**src/rtl/tile_map_blitter_pkg.sv**
```systemverilog
// Shared types and constants for the tile-map blitter: map geometry, cell
// address arithmetic, register offsets, operation codes and FSM states.
package tile_map_blitter_pkg;

  localparam int MAP_COLS = 40;
  localparam int MAP_ROWS = 30;
  localparam int AW       = 12;

  typedef logic [AW-1:0] map_addr_t;
  typedef logic [3:0]    tile_t;
  typedef logic [4:0]    row_t;
  typedef logic [5:0]    col_t;

  typedef enum logic [1:0] {
    BLIT_FILL  = 2'd0,
    BLIT_SHIFT = 2'd1
  } blit_op_t;

  typedef enum logic [2:0] {
    ST_IDLE     = 3'd0,
    ST_FILL     = 3'd1,
    ST_SHIFT_RD = 3'd2,
    ST_SHIFT_WR = 3'd3,
    ST_FILL_TOP = 3'd4,
    ST_DONE     = 3'd5
  } blit_state_t;

  localparam logic [3:0] REG_CTRL = 4'd0;
  localparam logic [3:0] REG_RECT = 4'd1;
  localparam logic [3:0] REG_TILE = 4'd2;

  // row*40+col without a multiplier: 40 = 32 + 8
  function automatic map_addr_t cell_addr(input row_t row, input col_t col);
    cell_addr = (map_addr_t'(row) << 5) + (map_addr_t'(row) << 3) + map_addr_t'(col);
  endfunction

endpackage

```
**src/rtl/tile_map_blitter_cursor.sv**
```systemverilog
// Row/column walker for the blitter. Holds the current cell, computes the
// cell that will be current after this clock (load, step or hold) and the
// map addresses of that next cell and of the cell directly above it.
module tile_map_blitter_cursor
  import tile_map_blitter_pkg::*;
(
  input  logic      clk,
  input  logic      reset,
  input  logic      load,
  input  row_t      load_row,
  input  col_t      load_col,
  input  logic      step,
  input  logic      dir_down,
  input  col_t      col_first,
  input  col_t      col_last,
  input  row_t      row_last,
  output map_addr_t addr_next,
  output map_addr_t addr_up_next,
  output logic      last_cell
);

  row_t row;
  col_t col;
  row_t row_next;
  col_t col_next;

  // Next position: load wins, otherwise step along the row and wrap to the next row
  always_comb begin
    row_next = row;
    col_next = col;
    if (load) begin
      row_next = load_row;
      col_next = load_col;
    end else if (step) begin
      if (col == col_last) begin
        col_next = col_first;
        row_next = dir_down ? row - 5'd1 : row + 5'd1;
      end else begin
        col_next = col + 6'd1;
      end
    end
  end

  assign last_cell    = (col == col_last) && (row == row_last);
  assign addr_next    = cell_addr(row_next, col_next);
  assign addr_up_next = cell_addr(row_next - 5'd1, col_next);

  // Position register
  always_ff @(posedge clk) begin
    if (reset) begin
      row <= '0;
      col <= '0;
    end else begin
      row <= row_next;
      col <= col_next;
    end
  end

endmodule

```
**src/rtl/tile_map_blitter.sv**
```systemverilog
// Tile-map blitter: a small register file on the iomem bus plus an engine that
// fills a rectangle of the 40x30 tile map with one tile, or shifts a rectangle
// down by one row (reading through a private port) and refills its top row.
module tile_map_blitter
  import tile_map_blitter_pkg::*;
(
  input  logic          clk,
  input  logic          reset,
  input  logic          bus_valid,
  output logic          bus_ready,
  input  logic [3:0]    bus_wstrb,
  input  logic [3:0]    bus_addr,
  input  logic [31:0]   bus_wdata,
  output logic [31:0]   bus_rdata,
  output logic          map_wen,
  output logic [AW-1:0] map_waddr,
  output logic [3:0]    map_wdata,
  output logic          map_ren,
  output logic [AW-1:0] map_raddr,
  input  logic [3:0]    map_rdata,
  output logic          busy,
  output logic          done
);

  col_t        rect_x0;
  col_t        rect_w;
  row_t        rect_y0;
  row_t        rect_h;
  tile_t       tile_reg;
  logic        error;
  blit_state_t state;
  tile_t       wdata_q;
  logic        wdata_from_ram;

  logic        bus_acc;
  logic        bus_wr;
  logic        bus_rd;
  logic        ctrl_wr;
  logic [1:0]  req_op;
  logic [6:0]  x_end;
  logic [5:0]  y_end;
  logic        start_ok;
  logic        start_is_fill;
  logic [31:0] rect_word;

  logic        cur_load;
  row_t        cur_load_row;
  logic        cur_step;
  logic        cur_dir_down;
  col_t        cur_col_last;
  row_t        cur_row_last;
  map_addr_t   cur_addr_next;
  map_addr_t   cur_addr_up_next;
  logic        cur_last_cell;

  logic        unused_wdata_bits;

  assign unused_wdata_bits = ^{bus_wdata[31:29], bus_wdata[23:21], bus_wdata[15:14], bus_wdata[7:6]};

  assign bus_acc = bus_valid && !bus_ready;
  assign bus_wr  = bus_acc && (bus_wstrb != 4'd0);
  assign bus_rd  = bus_acc && (bus_wstrb == 4'd0);
  assign ctrl_wr = bus_wr && (bus_addr == REG_CTRL);
  assign req_op  = bus_wdata[1:0];

  assign rect_word = {3'b0, rect_h, 3'b0, rect_y0, 2'b0, rect_w, 2'b0, rect_x0};

  // Rectangle must be non-empty and lie entirely inside the map
  assign x_end         = {1'b0, rect_x0} + {1'b0, rect_w};
  assign y_end         = {1'b0, rect_y0} + {1'b0, rect_h};
  assign start_is_fill = (req_op == BLIT_FILL);
  assign start_ok      = (req_op[1] == 1'b0)
                      && (rect_w != 6'd0) && (rect_h != 5'd0)
                      && (x_end <= 7'(MAP_COLS)) && (y_end <= 6'(MAP_ROWS));

  // Shifted-row data is forwarded straight from the read port in SHIFT_WR
  assign map_wdata = wdata_from_ram ? map_rdata : wdata_q;

  assign cur_col_last = rect_x0 + rect_w - 6'd1;

  // Cursor control: load at a legal start, step through cells while writing
  always_comb begin
    cur_load     = 1'b0;
    cur_load_row = rect_y0;
    cur_step     = 1'b0;
    cur_dir_down = (state != ST_FILL);
    cur_row_last = rect_y0;
    case (state)
      ST_FILL:                  cur_row_last = rect_y0 + rect_h - 5'd1;
      ST_SHIFT_RD, ST_SHIFT_WR: cur_row_last = rect_y0 + 5'd1;
      default:                  cur_row_last = rect_y0;
    endcase
    if (ctrl_wr && !busy && start_ok) begin
      cur_load = 1'b1;
      if (!start_is_fill && (rect_h != 5'd1)) begin
        cur_load_row = rect_y0 + rect_h - 5'd1;
      end
    end else if ((state == ST_FILL) || (state == ST_SHIFT_WR) || (state == ST_FILL_TOP)) begin
      cur_step = 1'b1;
    end
  end

  tile_map_blitter_cursor u_cursor (
    .clk          (clk),
    .reset        (reset),
    .load         (cur_load),
    .load_row     (cur_load_row),
    .load_col     (rect_x0),
    .step         (cur_step),
    .dir_down     (cur_dir_down),
    .col_first    (rect_x0),
    .col_last     (cur_col_last),
    .row_last     (cur_row_last),
    .addr_next    (cur_addr_next),
    .addr_up_next (cur_addr_up_next),
    .last_cell    (cur_last_cell)
  );

  // Register file and bus handshake; RECT/TILE are frozen while an op runs
  always_ff @(posedge clk) begin
    if (reset) begin
      bus_ready <= 1'b0;
      bus_rdata <= '0;
      rect_x0   <= '0;
      rect_w    <= '0;
      rect_y0   <= '0;
      rect_h    <= '0;
      tile_reg  <= '0;
    end else begin
      bus_ready <= bus_acc;
      bus_rdata <= '0;
      if (bus_rd) begin
        case (bus_addr)
          REG_CTRL: bus_rdata <= {30'b0, error, busy};
          REG_RECT: bus_rdata <= rect_word;
          REG_TILE: bus_rdata <= {28'b0, tile_reg};
          default:  bus_rdata <= '0;
        endcase
      end
      if (bus_wr && !busy) begin
        if (bus_addr == REG_RECT) begin
          rect_h  <= bus_wdata[28:24];
          rect_y0 <= bus_wdata[20:16];
          rect_w  <= bus_wdata[13:8];
          rect_x0 <= bus_wdata[5:0];
        end
        if (bus_addr == REG_TILE) begin
          tile_reg <= bus_wdata[3:0];
        end
      end
    end
  end

  // Operation FSM with registered RAM-side outputs
  always_ff @(posedge clk) begin
    if (reset) begin
      state          <= ST_IDLE;
      busy           <= 1'b0;
      done           <= 1'b0;
      error          <= 1'b0;
      map_wen        <= 1'b0;
      map_ren        <= 1'b0;
      map_waddr      <= '0;
      map_raddr      <= '0;
      wdata_q        <= '0;
      wdata_from_ram <= 1'b0;
    end else begin
      done           <= 1'b0;
      map_wen        <= 1'b0;
      map_ren        <= 1'b0;
      wdata_from_ram <= 1'b0;
      if (ctrl_wr && busy) begin
        error <= 1'b1;
      end
      case (state)
        ST_IDLE, ST_DONE: begin
          state <= ST_IDLE;
          if (ctrl_wr) begin
            if (!start_ok) begin
              error <= 1'b1;
              done  <= 1'b1;
              state <= ST_DONE;
            end else begin
              error   <= 1'b0;
              busy    <= 1'b1;
              wdata_q <= tile_reg;
              if (start_is_fill || (rect_h == 5'd1)) begin
                state     <= start_is_fill ? ST_FILL : ST_FILL_TOP;
                map_wen   <= 1'b1;
                map_waddr <= cur_addr_next;
              end else begin
                state     <= ST_SHIFT_RD;
                map_ren   <= 1'b1;
                map_raddr <= cur_addr_up_next;
              end
            end
          end
        end
        ST_FILL, ST_FILL_TOP: begin
          if (cur_last_cell) begin
            state <= ST_DONE;
            busy  <= 1'b0;
            done  <= 1'b1;
          end else begin
            map_wen   <= 1'b1;
            map_waddr <= cur_addr_next;
          end
        end
        ST_SHIFT_RD: begin
          state          <= ST_SHIFT_WR;
          map_wen        <= 1'b1;
          map_waddr      <= cur_addr_next;
          wdata_from_ram <= 1'b1;
        end
        ST_SHIFT_WR: begin
          if (cur_last_cell) begin
            state     <= ST_FILL_TOP;
            map_wen   <= 1'b1;
            map_waddr <= cur_addr_next;
          end else begin
            state     <= ST_SHIFT_RD;
            map_ren   <= 1'b1;
            map_raddr <= cur_addr_up_next;
          end
        end
        default: begin
          state <= ST_IDLE;
          busy  <= 1'b0;
        end
      endcase
    end
  end

endmodule

```
**config.mk**
```make
export PLATFORM = sky130hd
export DESIGN_NAME = tile_map_blitter
export DESIGN_NICKNAME = d
export VERILOG_FILES = /design/src/rtl/tile_map_blitter_pkg.sv /design/src/rtl/tile_map_blitter_cursor.sv /design/src/rtl/tile_map_blitter.sv
export SDC_FILE = /design/constraint.sdc
export NUM_CORES = 1
export LEC_CHECK = 0
export BUFFER_PORTS_ARGS = -buffer_cell sky130_fd_sc_hd__buf_2
export CORE_MARGIN = 4
export CORE_UTILIZATION = 25
export CTS_BUF_LIST = sky130_fd_sc_hd__clkbuf_8
export DETAILED_ROUTE_END_ITERATION = 10
export GPL_TIMING_DRIVEN = 0
export SETUP_SLACK_MARGIN = 0.05
export SLEW_MARGIN = 20
export SYNTH_ARGS = -nofsm -noshare
export SYNTH_HDL_FRONTEND = slang
export SYNTH_SLANG_ARGS = --single-unit
```
**constraint.sdc**
```tcl
create_clock -name clk -period 6.85 [get_ports clk]
set_input_delay 1.7125 -clock clk [delete_from_list [all_inputs] [get_ports clk]]
set_output_delay 1.7125 -clock clk [all_outputs]
set_load 0.01 [all_outputs]
```
Word-level counts from Yosys, hierarchy flattened
Index checks and enable logic that the tools add are counted.
{"block": "op_classes", "order_cmp": 2, "n_reduce_logical": 39, "eq_ne": 20, "bitwise_logic": 3, "n_mux": 54, "n_addsub": 15}
{"cell": "12-bit 2-to-1 mux", "n": 9}
{"cell": "29-bit one-hot mux with 3 select lines", "n": 1}
{"cell": "12-bit one-hot mux with 4 select lines", "n": 1}
{"cell": "5-bit 2-to-1 mux", "n": 6}
{"cell": "12-bit by 6-bit adder with 12-bit output", "n": 2}
{"cell": "12-bit one-hot mux with 2 select lines", "n": 1}
{"cell": "10-bit by 8-bit adder with 11-bit output", "n": 2}
{"cell": "1-bit 2-to-1 mux", "n": 20}
{"cell": "3-bit 2-to-1 mux", "n": 6}
{"cell": "6-bit 2-to-1 mux", "n": 3}
{"cell": "2-bit != test, second input constant", "n": 8}
{"cell": "5-bit by 1-bit subtractor with 5-bit output, second input constant", "n": 3}
{"cell": "1-bit logical AND", "n": 14}
{"cell": "3-bit one-hot mux with 4 select lines", "n": 1}
{"cell": "5-bit by 1-bit adder with 5-bit output, second input constant", "n": 2}
{"cell": "5-bit one-hot mux with 2 select lines", "n": 1}
{"cell": "4-bit zero test", "n": 2}
{"cell": "4-bit nonzero test", "n": 2}
{"cell": "2-bit OR reduction", "n": 4}
{"cell": "6-bit by 6-bit adder with 7-bit output", "n": 1}
{"cell": "7-bit by 6-bit less-or-equal comparator with 1-bit output, second input constant", "n": 1}
{"cell": "5-bit by 5-bit adder with 6-bit output", "n": 1}
{"cell": "6-bit by 1-bit adder with 6-bit output, second input constant", "n": 1}
{"cell": "6-bit adder", "n": 1}
{"cell": "other kinds (30)", "n": 40}
{"block": "word_totals", "regBits": 107, "word_cells": 152, "out_inout_bits": 65}

Longest topological paths before layout
Gate-level depths: netlist (run 1).
{"block": "logic_depth", "ltp_word": 16, "ltp_mapped": 24}

Hierarchy
A second synthesis (run 1) with hierarchy kept.
{"block": "unflattened", "cells_unflattened": 771, "area_unflattened_um2": 6349.8}
{"mod": "tile_map_blitter", "area_per_inst_um2": 4680.7, "cells_per_inst": 561, "n_inst": 1, "seq_area_each_um2": 1721.7}
{"mod": "tile_map_blitter_cursor", "area_per_inst_um2": 1669.1, "cells_per_inst": 210, "n_inst": 1, "seq_area_each_um2": 220.2}

Least setup slack after synthesis (run 1)
OpenSTA, ideal clock, no wires.
{"block": "synth_path", "kind": "input port to flip-flop", "start": "input bus_addr[3]", "end": "register map_raddr[10]", "path_stages": 16, "setup_ns": 0.091, "path_buffers": 2, "t_arrival_ns": 5.275, "setup_slack_ns": 1.484, "required_time_ns": 6.759, "cell_sequence": "or4b_4 or3_4 nor3_4 nand3_4 mux2_4 clkbuf_1 nand2_1 xor2_1 ha_1 or2_2 buf_1 o31ai_1 o21ai_0 o32ai_2 nand4b_1 a311oi_1"}
{"block": "synth_via", "elab_chain_cells": 14, "elab_cells_between_ends": 21}
{"element": "start, declared", "line_no": "tile_map_blitter.sv:12", "source": "input logic [3:0] bus_addr,"}
{"element": "4-bit zero test *", "line_no": "tile_map_blitter.sv:63", "source": "assign ctrl_wr = bus_wr && (bus_addr == REG_CTRL);"}
{"element": "1-bit logical AND *", "line_no": "tile_map_blitter.sv:63"}
{"element": "1-bit logical AND (2 in a row)", "line_no": "tile_map_blitter.sv:93", "source": "if (ctrl_wr && !busy && start_ok) begin"}
{"element": "1-bit 2-to-1 mux", "line_no": "tile_map_blitter.sv:93"}
{"element": "5-bit 2-to-1 mux", "line_no": "tile_map_blitter_cursor.sv:34", "source": "end else if (step) begin"}
{"element": "5-bit 2-to-1 mux", "line_no": "tile_map_blitter_cursor.sv:31", "source": "if (load) begin"}
{"element": "5-bit by 1-bit subtractor with 5-bit output", "line_no": "tile_map_blitter_cursor.sv:46", "source": "assign addr_up_next = cell_addr(row_next - 5'd1, col_next);"}
{"element": "10-bit by 8-bit adder with 11-bit output", "line_no": "tile_map_blitter_pkg.sv:34", "source": "cell_addr = (map_addr_t'(row) << 5) + (map_addr_t'(row) << 3) + map_addr_t'(col);"}
{"element": "12-bit by 6-bit adder with 12-bit output", "line_no": "tile_map_blitter_pkg.sv:34"}
{"element": "12-bit 2-to-1 mux", "line_no": "tile_map_blitter.sv:187", "source": "if (start_is_fill || (rect_h == 5'd1)) begin"}
{"element": "12-bit 2-to-1 mux", "line_no": "tile_map_blitter.sv:179", "source": "if (!start_ok) begin"}
{"element": "12-bit 2-to-1 mux", "line_no": "tile_map_blitter.sv:178", "source": "if (ctrl_wr) begin"}
{"element": "12-bit one-hot mux with 2 select lines", "line_no": "tile_map_blitter.sv:175", "source": "case (state)"}
{"element": "end signal, assigned", "line_no": "tile_map_blitter.sv:194", "source": "map_raddr <= cur_addr_up_next;"}
{"element": "end signal, assigned", "line_no": "tile_map_blitter.sv:223", "source": "map_raddr <= cur_addr_up_next;"}
{"element": "end, declared", "line_no": "tile_map_blitter.sv:19", "source": "output logic [AW-1:0] map_raddr,"}
Every way passes the cells marked *; elsewhere a longest branch is shown, timed or not. The select of a mux whose other input is x is not followed.
A chain may end at the register's enable or synchronous reset.

Final worst setup path (run 1)
{"block": "layout_path", "start": "register rect_x0[1]", "end": "register map_raddr[10]"}
{"block": "layout_via", "elab_chain_cells": 15, "elab_cells_between_ends": 29}
{"element": "start, declared", "line_no": "tile_map_blitter.sv:25", "source": "col_t rect_x0;"}
{"element": "start signal, assigned", "line_no": "tile_map_blitter.sv:145", "source": "rect_x0 <= bus_wdata[5:0];"}
{"element": "branches (longest 15 deep; another with 12-bit by 6-bit adder with 12-bit output)"}
Parallel ways; which one is timed is not known. The select of a mux whose other input is x is not followed.

==> metrics.cfg, run 1 <==
[power_and_ir_drop]
p_leak_uw=0.00311
finalPower_uw=1100
netSwitchingPower_uw=309
vdd_ir_drop_max_mv=0.0928
seqPwrFrac=0.522
p_int_uw=791
pwr-share-clk=0.382
swShare=0.281
combPwrFrac=0.096
powerDensity_nw_per_um2=151

[outcome]
status=finished, final reports clean

[floorplanning]
die_x_um=165
die-area_sq_um=27400
pin_count=112
fp.coreArea_sq_um=24300
rows=57
die_h_um=165
initial_core_util=0.255

[finish]
top_register=bus_rdata
antenna_cells=0
regArea_sq_um=1940
areaGrowthSynthToFinish_pct=17.9
reg.largest.list=bus_rdata (22), map_raddr (12), map_waddr (12)
drive_above_1_share=0.171
nFillCells=2590
nNetsFinal=964
largest_reg_flops=22
multi_input_area_sq_um=3880
final_cells=1197

[worst_setup_path]
cp_top_family=adder cells
crit_path_max_incr_delay_ps=510
cp.required_ps=7160
cp-start-kind=flip-flop
cp_slowest_cell=dfxtp_1
arrival_ps=6190
critPathKind=flip-flop to flip-flop
crit_buf_inv=5
end_kind=flip-flop
crit_fanout=10
crit_chain=inv_1, ha_1, inv_1, ha_1, inv_1, fa_1, xnor2_1, a211oi_2, o211ai_2, nor3_4, mux2i_1, mux2_4, clkbuf_1, nand2_1, xor2_1, ha_1, or2_2, buf_1, o31ai_1, o21ai_0, o32ai_2, nand4b_1, a311oi_1

[timing]
finalCritPeriodShare=0.858
rsz0062_at_grt=false
hold_ws_ps=451
drv_slew=0
tightestPinTransition_ps=843
min_period_ps=5870
slew_headroom=0.437
fmax_mhz=170
final_hold_viol_count=0
skew_ps=18.2
setup_tns_ps=0
setup_viol=0

[grt]
track_usage=0.126
grt_overflow=0
grt_antenna_before_repair=0
grt_max_degree=20
grt_pass1_vias=4985
grt_pass1_wl_um=27100

[cts]
post_cts_buffers=0
clockRootBuffer=clkbuf_8
clock_latency_ps=390
cts_buffer_depth=2
cts.htree.levels=3
cts_made_buffers=9
cts_hold_buf=0
clk_pin_slew_worst_paths_ps=110
cts_resized=0
clock_sinks=97
cts_tree=built

[detailed_routing]
drtIter0Drc=334
totalWireLength_um=17700
vias=5590
post_drt_wl_per_cell_um=14.8
antenna_left=0
routed_via_density=4.67
dr.pass1.iters=7
drcViolationCount=0

[yosys]
synth_common_cells=dfxtp_1, nand2_1, nor2_1
ys_ff_latch=97
yosysWarnings=0
synth_async_sr_flop_share=0
synth_cells=758
synth.area.top_cells=dfxtp_1, ha_1, nand2_1
ys.flop_type=dfxtp_1
seq_area_frac_synth=0.314
netlist_area_sq_um=6190
netlist.area_leader.share=0.314
postSynthAreaPerCell_sq_um=8.17
yosysMostFrequentCell=dfxtp_1
synth_edf_count=0
yosysTopAreaCell=dfxtp_1
ys_types=71

[place]
port_buffers=90
dpl.hpwl_um=14000
numPlacedInstances=1181
gp_congestion=0.887

[min_path]
worstHoldPathType=flip-flop to flip-flop

[job]
cap_violations=0

[power by group through the flow]
stage               sequential, uW  clock [uW]  combinational, uW
floorplan                      586           0               68.7
global placement               587           0                104
detailed placement             587           0                105
CTS                            574         435                105
global route                   575         453                117
finish                         574         420                105
[final timing paths]
check / slack, ps / endpoint / cells after the start / startpoint
worst max-delay path: 980 / map_raddr[10] / 23 / rect_x0[1]
worst min register to register: 450 / bus_ready / 1 / bus_ready
worst min-delay path: 450 / bus_ready / 1 / bus_ready
worst max register to register: 980 / map_raddr[10] / 23 / rect_x0[1]
[layout by cell type (no fill, tap or decap), drive strengths merged, types with 5 or more instances in the layout]
master / count
a21oi: 60
ha: 43
nor2: 80
xor2: 20
xnor2: 30
a21o: 12
buf: 105
o22ai: 6
a31oi: 5
o21ai: 21
o31ai: 6
nand2: 85
a211oi: 18
a22oi: 7
nor2b: 17
nand2b: 9
clkbuf: 37
nand3: 13
inv: 57
dfxtp: 97
and2: 5
nor3: 23
mux2i: 27
conb: 10
mux2: 9
fa: 6
nor3b: 5
[routing by layer]
| layer | vias up | track usage | share of wire |
|---|---|---|---|
| met1 | 2603 | 0.184 | 0.50 |
| met4 | 0 | 0.0221 | 0.012 |
| li1 | 2808 | - | - |
| met5 | - | 0 | 0 |
| met2 | 159 | 0.193 | 0.44 |
| met3 | 20 | 0.0273 | 0.054 |
[worst reg2reg max path, delay by kind of cell, from the launching register on]
| kind | cells | cell delay, ps |
|---|---|---|
| mux | 2 | 490 |
| fa+ha+maj | 4 | 1340 |
| xor+xnor | 2 | 340 |
| simple gates | 4 | 1120 |
| flops | 1 | 510 |
| compound gates | 6 | 1210 |
| buf+inv | 5 | 790 |
[cell families after synthesis]
logic type / count (synthesis) / share of synthesized area
XOR/XNOR: 50 / 0.0707
AO/OA/AOI/OAI: 162 / 0.174
AND/OR/NAND/NOR: 265 / 0.206
buffers and inverters: 96 / 0.0650
multiplexers: 36 / 0.0612
flip-flops: 97 / 0.314
other: 1 / 0.000605
adder cells (fa/ha/maj): 51 / 0.109
[layout make-up]
| type | count | share of cell area |
|---|---|---|
| Multi-Input combinational cell | 574 | 0.532 |
| Sequential cell | 97 | 0.266 |
| Timing Repair Buffer | 90 | 0.0617 |
| Tap cell | 324 | 0.0555 |
| Buffer | 43 | 0.0279 |
| Inverter | 53 | 0.0272 |
| Clock buffer | 9 | 0.0170 |
| Clock inverter | 7 | 0.0130 |
[stage by stage]
step | setup slack (ps) | util | cell area, sq um
final | 975 | 0.300 | 7300
after global routing | 576 | 0.300 | 7300
after CTS | 1040 | 0.300 | 7300
after detailed placement | 679 | 0.291 | 7080
after global placement | 738 | 0.291 | 7080
after floorplan | 1480 | - | 6230
(Power assumes the default switching activity.)
==> run 2: changes to the inputs <==
Settings changed: CORE_UTILIZATION 25 to 55, PLACE_DENSITY from default to 0.79, RECOVER_POWER from default to 25, SLEW_MARGIN 20 to 15.
==> metrics.cfg, run 2 (synthesis gave the netlist of run 1 again) <==
[outcome]
status=finished, final reports clean  ; unchanged

[finish]
nNetsFinal=964  ; unchanged
most-common-layout-cells=dfxtp_1, nand2_1, nor2_1, clkbuf_1, a21oi_1  ; was dfxtp_1, buf_2, nand2_1, nor2_1, a21oi_1
nFillCells=1014  ; was 2590
final_common_cell=dfxtp_1  ; unchanged
antenna_cells=0  ; unchanged
largest_reg_flops=22  ; unchanged
stdcell_area_sq_um=7010  ; was 7300 sq um
areaGrowthSynthToFinish_pct=13.1  ; was 17.9%
drive_above_1_share=0.127  ; was 0.171
top_register=bus_rdata  ; unchanged
final_cells=1013  ; was 1197
reg.largest.list=bus_rdata (22), map_raddr (12), map_waddr (12)  ; unchanged

[floorplanning]
initial_core_util=0.566  ; was 0.255
fp.coreArea_sq_um=10900  ; was 24300 sq um
die_h_um=114  ; was 165 um
die_x_um=114  ; was 165 um
die-area_sq_um=13000  ; was 27400 sq um
rows=38  ; was 57
pin_count=112  ; unchanged

[min_path]
min_path_cells=2  ; was 1
worst_hold_path.endpoint=wdata_q[2]  ; was bus_ready
worstHoldPathType=flip-flop to flip-flop  ; unchanged
hold_path_startpoint=wdata_q[2]  ; was bus_ready

[timing]
slew_headroom=0.423  ; was 0.437
rsz0062_at_grt=false  ; unchanged
skew_ps=14.1  ; was 18.2 ps
tightestPinTransition_ps=865  ; was 843 ps
min_period_ps=5790  ; was 5870 ps
drv_slew=0  ; unchanged
setup_tns_ps=0  ; unchanged
finalCritPeriodShare=0.845  ; was 0.858
setup_viol=0  ; unchanged
layout_setup_ws_ps=1060  ; was 975 ps
final_hold_viol_count=0  ; unchanged
hold_ws_ps=462  ; was 451 ps
fmax_mhz=173  ; was 170 MHz

[power_and_ir_drop]
p_leak_uw=0.00294  ; was 0.00311 uW
vdd_ir_drop_max_mv=0.121  ; was 0.0928 mV
pwr-share-clk=0.365  ; was 0.382
swShare=0.264  ; was 0.281
p_int_uw=782  ; was 791 uW
combPwrFrac=0.095  ; was 0.096
powerDensity_nw_per_um2=152  ; was 151 nW/um^2
seqPwrFrac=0.540  ; was 0.522
netSwitchingPower_uw=280  ; was 309 uW

[worst_setup_path]
cp.required_ps=7140  ; was 7160 ps
crit_fanout=10  ; unchanged
r2r_slack_ps=1060  ; was 980 ps
cp-start-kind=flip-flop  ; unchanged
crit_buf_inv=5  ; unchanged
critPathKind=flip-flop to flip-flop  ; unchanged
cp_slowest_cell=dfxtp_1  ; unchanged
crit_path_max_incr_delay_ps=530  ; was 510 ps
end_kind=flip-flop  ; unchanged
reg2reg_from=rect_x0[1]  ; unchanged
arrival_ps=6080  ; was 6190 ps
worstRegToRegCells=23  ; unchanged
regToRegEndpoint=map_raddr[10]  ; unchanged
crit_chain=inv_1, ha_1, inv_1, ha_1, inv_1, fa_1, xnor2_1, a211oi_2, o211ai_2, nor3_4, mux2i_1, mux2_4, clkbuf_1, nand2_1, xor2_1, ha_1, or2_2, buf_1, o31ai_1, o21ai_0, o32ai_2, nand4b_1, a311oi_1  ; unchanged
cp_top_family=adder cells  ; unchanged

[detailed_routing]
totalWireLength_um=15600  ; was 17700 um
drcViolationCount=0  ; unchanged
antenna_left=0  ; unchanged
dr.pass1.iters=5  ; was 7
vias=5624  ; was 5590
drtIter0Drc=354  ; was 334
routed_via_density=5.55  ; was 4.67
post_drt_wl_per_cell_um=15.4  ; was 14.8 um

[grt]
top_usage_layer=met2  ; unchanged
grt_use_met2=0.396  ; was 0.193
grt_overflow=0  ; unchanged
track_usage=0.237  ; was 0.126
grt_use_met1=0.310  ; was 0.184
use_met3=0.0439  ; was 0.0273
grt_max_degree=18  ; was 20
grt_pass1_wl_um=25000  ; was 27100 um
grt_antenna_before_repair=0  ; unchanged
grt_pass1_vias=5219  ; was 4985

[place]
numPlacedInstances=997  ; was 1181
gp_congestion=0.913  ; was 0.887
dpl.hpwl_um=12000  ; was 14000 um
port_buffers=90  ; unchanged
dp_slack_ps=806  ; was 679 ps
dpl-instance-area_sq_um=6850  ; was 7080 sq um

[job]
cap_violations=0  ; unchanged

[cts]
cts_resized=0  ; unchanged
clock_latency_ps=390  ; about the same
clk_pin_slew_worst_paths_ps=100  ; was 110 ps
clock_sinks=97  ; unchanged
post_cts_buffers=0  ; unchanged
cts.htree.levels=3  ; unchanged
cts_hold_buf=0  ; unchanged
clockRootBuffer=clkbuf_8  ; unchanged
cts_tree=built  ; unchanged
cts_made_buffers=9  ; unchanged
cts_buffer_depth=2  ; unchanged

[run 2: cell types whose count changed in the layout (fill, tap and decap cells not counted), sizes merged]
cell,change
clkbuf,+38
buf,-38
inv,-1
clkinvlp,+1
[run 2: per-layer routing]
metal / vias to the layer above / routed length, um
met5: - / 0
met1: 2583 / 6990
li1: 2823 / -
met3: 24 / 1060
met4: 0 / 348
met2: 194 / 7170
[run 2: power by group through the flow]
stage,clock network (uW),logic (uW),registers [uW]
after floorplan,0,68.7,586
after global placement,0,98.8,587
after detailed placement,0,100,587
after CTS,392,101,574
after global routing,414,113,575
final,388,101,574
[run 2: how the worst max path moves through the flow]
| stage | start | to | slack [ps] | depth (start not counted) |
|---|---|---|---|---|
| 3_3_place_gp | bus_wdata[1] | map_raddr[10] | 750 | 17 |
| 2_1_floorplan | bus_addr[3] | map_raddr[10] | 1480 | 16 |
| 6_report | rect_x0[1] | map_raddr[10] | 1060 | 23 |
| 4_1_cts | rect_x0[1] | map_raddr[10] | 1100 | 23 |
| 5_1_grt | rect_x0[1] | map_raddr[10] | 580 | 22 |
| 3_5_place_dp | bus_wdata[1] | map_raddr[10] | 810 | 17 |
[run 2: layout make-up]
cell class	count	area, sq um	area share
clock buffers	9	124	0.0177
flip-flops and latches	97	1940	0.277
plain buffers	43	204	0.0291
multi-input cells	574	3880	0.554
clock inverters	7	77.6	0.0111
inverters	53	199	0.0284
well taps	140	175	0.0250
repair buffers	90	403	0.0575
[run 2: worst register-to-register path: cells and delay by family (launching register included)]
family / cells / cell delay [ps]
xor+xnor: 2 / 320
buf+inv: 5 / 720
flops: 1 / 530
mux: 2 / 480
simple gates: 4 / 1090
compound gates: 6 / 1230
fa+ha+maj: 4 / 1320
[run 2: stage by stage]
step / util / power, uW
after floorplan: - / 655
after detailed placement: 0.627 / 687
after global routing: 0.641 / 1100
after global placement: 0.627 / 685
final: 0.641 / 1060
after CTS: 0.645 / 1070
==> run 3: changes to the inputs <==
Settings changed: CORE_UTILIZATION 55 to 53.
Clock period 6.85 ns to 5 ns, I/O delays scaled along.
==> metrics.cfg, run 3 (synthesis gave the netlist of run 1 again) <==
[outcome]
status=finished, final reports clean  ; unchanged

[floorplanning]
fp.coreArea_sq_um=11400  ; was 10900 sq um
die_h_um=116  ; was 114 um
pin_count=112  ; unchanged
die-area_sq_um=13500  ; was 13000 sq um
die_x_um=116  ; was 114 um
rows=39  ; was 38
initial_core_util=0.542  ; was 0.566

[finish]
antenna_cells=0  ; unchanged
most-common-layout-cells=dfxtp_1, nand2_1, nor2_1, clkbuf_1, buf_2  ; was dfxtp_1, nand2_1, nor2_1, clkbuf_1, a21oi_1
reg.largest.list=bus_rdata (22), map_raddr (12), map_waddr (12)  ; unchanged
drive_above_1_share=0.186  ; was 0.127
areaGrowthSynthToFinish_pct=18.0  ; was 13.1%
nFillCells=972  ; was 1014
largest_reg_flops=22  ; unchanged
stdcell_area_sq_um=7310  ; was 7010 sq um
final_common_cell=dfxtp_1  ; unchanged
top_register=bus_rdata  ; unchanged
finish.utilization=0.640  ; was 0.641
nNetsFinal=981  ; was 964

[cts]
clock_sinks=97  ; unchanged
cts.htree.levels=3  ; unchanged
cts_tree=built  ; unchanged
clockRootBuffer=clkbuf_8  ; unchanged
clock_latency_ps=380  ; was 390 ps
clk_pin_slew_worst_paths_ps=90  ; was 100 ps
cts_made_buffers=9  ; unchanged
cts_buffer_depth=2  ; unchanged

[power_and_ir_drop]
p_int_uw=1060  ; was 782 uW
finalPower_uw=1430  ; was 1060 uW
seqPwrFrac=0.550  ; was 0.540
netSwitchingPower_uw=365  ; was 280 uW
vdd_ir_drop_max_mv=0.231  ; was 0.121 mV
powerDensity_nw_per_um2=195  ; was 152 nW/um^2
p_leak_uw=0.00304  ; was 0.00294 uW
swShare=0.256  ; was 0.264
pwr-share-clk=0.348  ; was 0.365
combPwrFrac=0.102  ; was 0.095

[worst_setup_path]
r2r_slack_ps=230  ; was 1060 ps
cp_top_family=adder cells  ; unchanged
cp_slowest_cell=fa_2  ; was dfxtp_1
crit_path_max_incr_delay_ps=560  ; was 530 ps
arrival_ps=5090  ; was 6080 ps
end_kind=flip-flop  ; unchanged
crit_fanout=5  ; was 10
crit_chain=inv_1, ha_4, inv_1, ha_2, inv_2, fa_2, xnor2_2, a211oi_2, o211ai_2, nor3_4, buf_4, mux2i_2, mux2i_2, buf_4, nor2_2, nor2_1, xnor2_1, ha_1, o31a_1, o211ai_1, a211oi_2, buf_4, or3_1, nand3_1  ; was inv_1, ha_1, inv_1, ha_1, inv_1, fa_1, xnor2_1, a211oi_2, o211ai_2, nor3_4, mux2i_1, mux2_4, clkbuf_1, nand2_1, xor2_1, ha_1, or2_2, buf_1, o31ai_1, o21ai_0, o32ai_2, nand4b_1, a311oi_1
setup.worst_path.start=rect_x0[1]  ; unchanged
cp.required_ps=5330  ; was 7140 ps
crit_path_frequent_cell=buf_4
critPathKind=flip-flop to flip-flop  ; unchanged
crit_buf_inv=6  ; was 5
crit_end=map_raddr[9]  ; was map_raddr[10]
reg2reg_from=rect_x0[1]  ; unchanged
cp-start-kind=flip-flop  ; unchanged
regToRegEndpoint=map_raddr[9]  ; was map_raddr[10]
worst-path-stages=24  ; was 23
worstRegToRegCells=24  ; was 23

[detailed_routing]
routed_via_density=5.55  ; about the same
dr.pass1.iters=5  ; unchanged
drtIter0Drc=418  ; was 354
post_drt_wl_per_cell_um=15.8  ; was 15.4 um
drcViolationCount=0  ; unchanged
antenna_left=0  ; unchanged
vias=5730  ; was 5624
totalWireLength_um=16300  ; was 15600 um

[timing]
drv_slew=0  ; unchanged
setup_viol=0  ; unchanged
final_hold_viol_count=0  ; unchanged
slew_headroom=0.417  ; was 0.423
finalCritPeriodShare=0.953  ; was 0.845
setup_tns_ps=0  ; unchanged
fmax_mhz=210  ; was 173 MHz
layout_setup_ws_ps=234  ; was 1060 ps
min_period_ps=4770  ; was 5790 ps
tightestPinTransition_ps=874  ; was 865 ps
skew_ps=11.8  ; was 14.1 ps

[place]
port_buffers=90  ; unchanged
gp_congestion=0.885  ; was 0.913
dpl.hpwl_um=12100  ; was 12000 um
dp_slack_ps=-723  ; was 806 ps
dpl-instance-area_sq_um=6860  ; was 6850 sq um

[grt]
grt_antenna_before_repair=0  ; unchanged
grt_max_degree=16  ; was 18
grt_pass1_vias=5248  ; was 5219
grt_overflow=0  ; unchanged
grt_pass1_wl_um=25400  ; was 25000 um
track_usage=0.236  ; was 0.237

[job]
cap_violations=0  ; unchanged

[min_path]
worstHoldPathType=flip-flop to flip-flop  ; unchanged

==> run 3: cell types whose count changed in the layout (fill, tap and decap cells not counted), sizes merged <==
cell,change
buf,+18
inv,-3
clkbuf,-1
clkinv,+1
clkinvlp,+1
==> run 3: worst register-to-register path: cells and delay by family (launching register included) <==
family,cells,cell delay (ps)
and+or+nand+nor,5,910
xor gates and xnor gates,2,230
adders and majority gates,4,1200
muxes,2,340
AOI/OAI and AO/OA,5,990
DFF,1,360
buffers and inverters,6,670
==> run 3: power by group through the flow <==
stage                     clock, uW  combinational (uW)  sequential [uW]
after floorplan                   0                94.1              803
after global placement            0                 136              804
after detailed placement          0                 138              804
after CTS                       503                 141              785
after global routing            530                 161              785
final                           497                 146              784
==> run 3: metrics by stage <==
step                hold WS, ps  cells
floorplan                   434    767
detailed placement          449   1000
CTS                         461   1022
global route                476   1032
finish                      458   1032
global placement            431   1000
==> run 3: cell type report <==
type	count	area (sq um)	share of cell area
tap	143	179	0.0245
multi-input combinational	574	4030	0.552
buffer	42	213	0.0291
timing repair buffer	108	542	0.0741
clock buffer	9	124	0.0169
sequential	97	1960	0.268
clock inverter	6	60.1	0.00822
inverter	53	199	0.0272
==> run 3: worst min path at each step <==
stage	startpoint	cells past startpoint	slack, ps	to
global route	bus_ready	1	480	bus_ready
floorplan	wdata_q[0]	2	430	wdata_q[0]
finish	wdata_q[3]	2	460	wdata_q[3]
CTS	wdata_q[3]	2	460	wdata_q[3]
global placement	bus_ready	1	430	bus_ready
detailed placement	wdata_q[3]	2	450	wdata_q[3]
==> run 3: repair_timing <==
action,4_1_cts,5_1_grt
hold buffers,0,0
pin swaps,6,10
buffers inserted,8,10
endpoints found under the setup margin,9,12
gates resized for setup,20,34
==> run 3: metal layers <==
metal  routed length [um]  track usage
met1                 7190        0.314
met5                    0            0
met3                 1170       0.0492
met4                  318       0.0804
met2                 7600        0.382
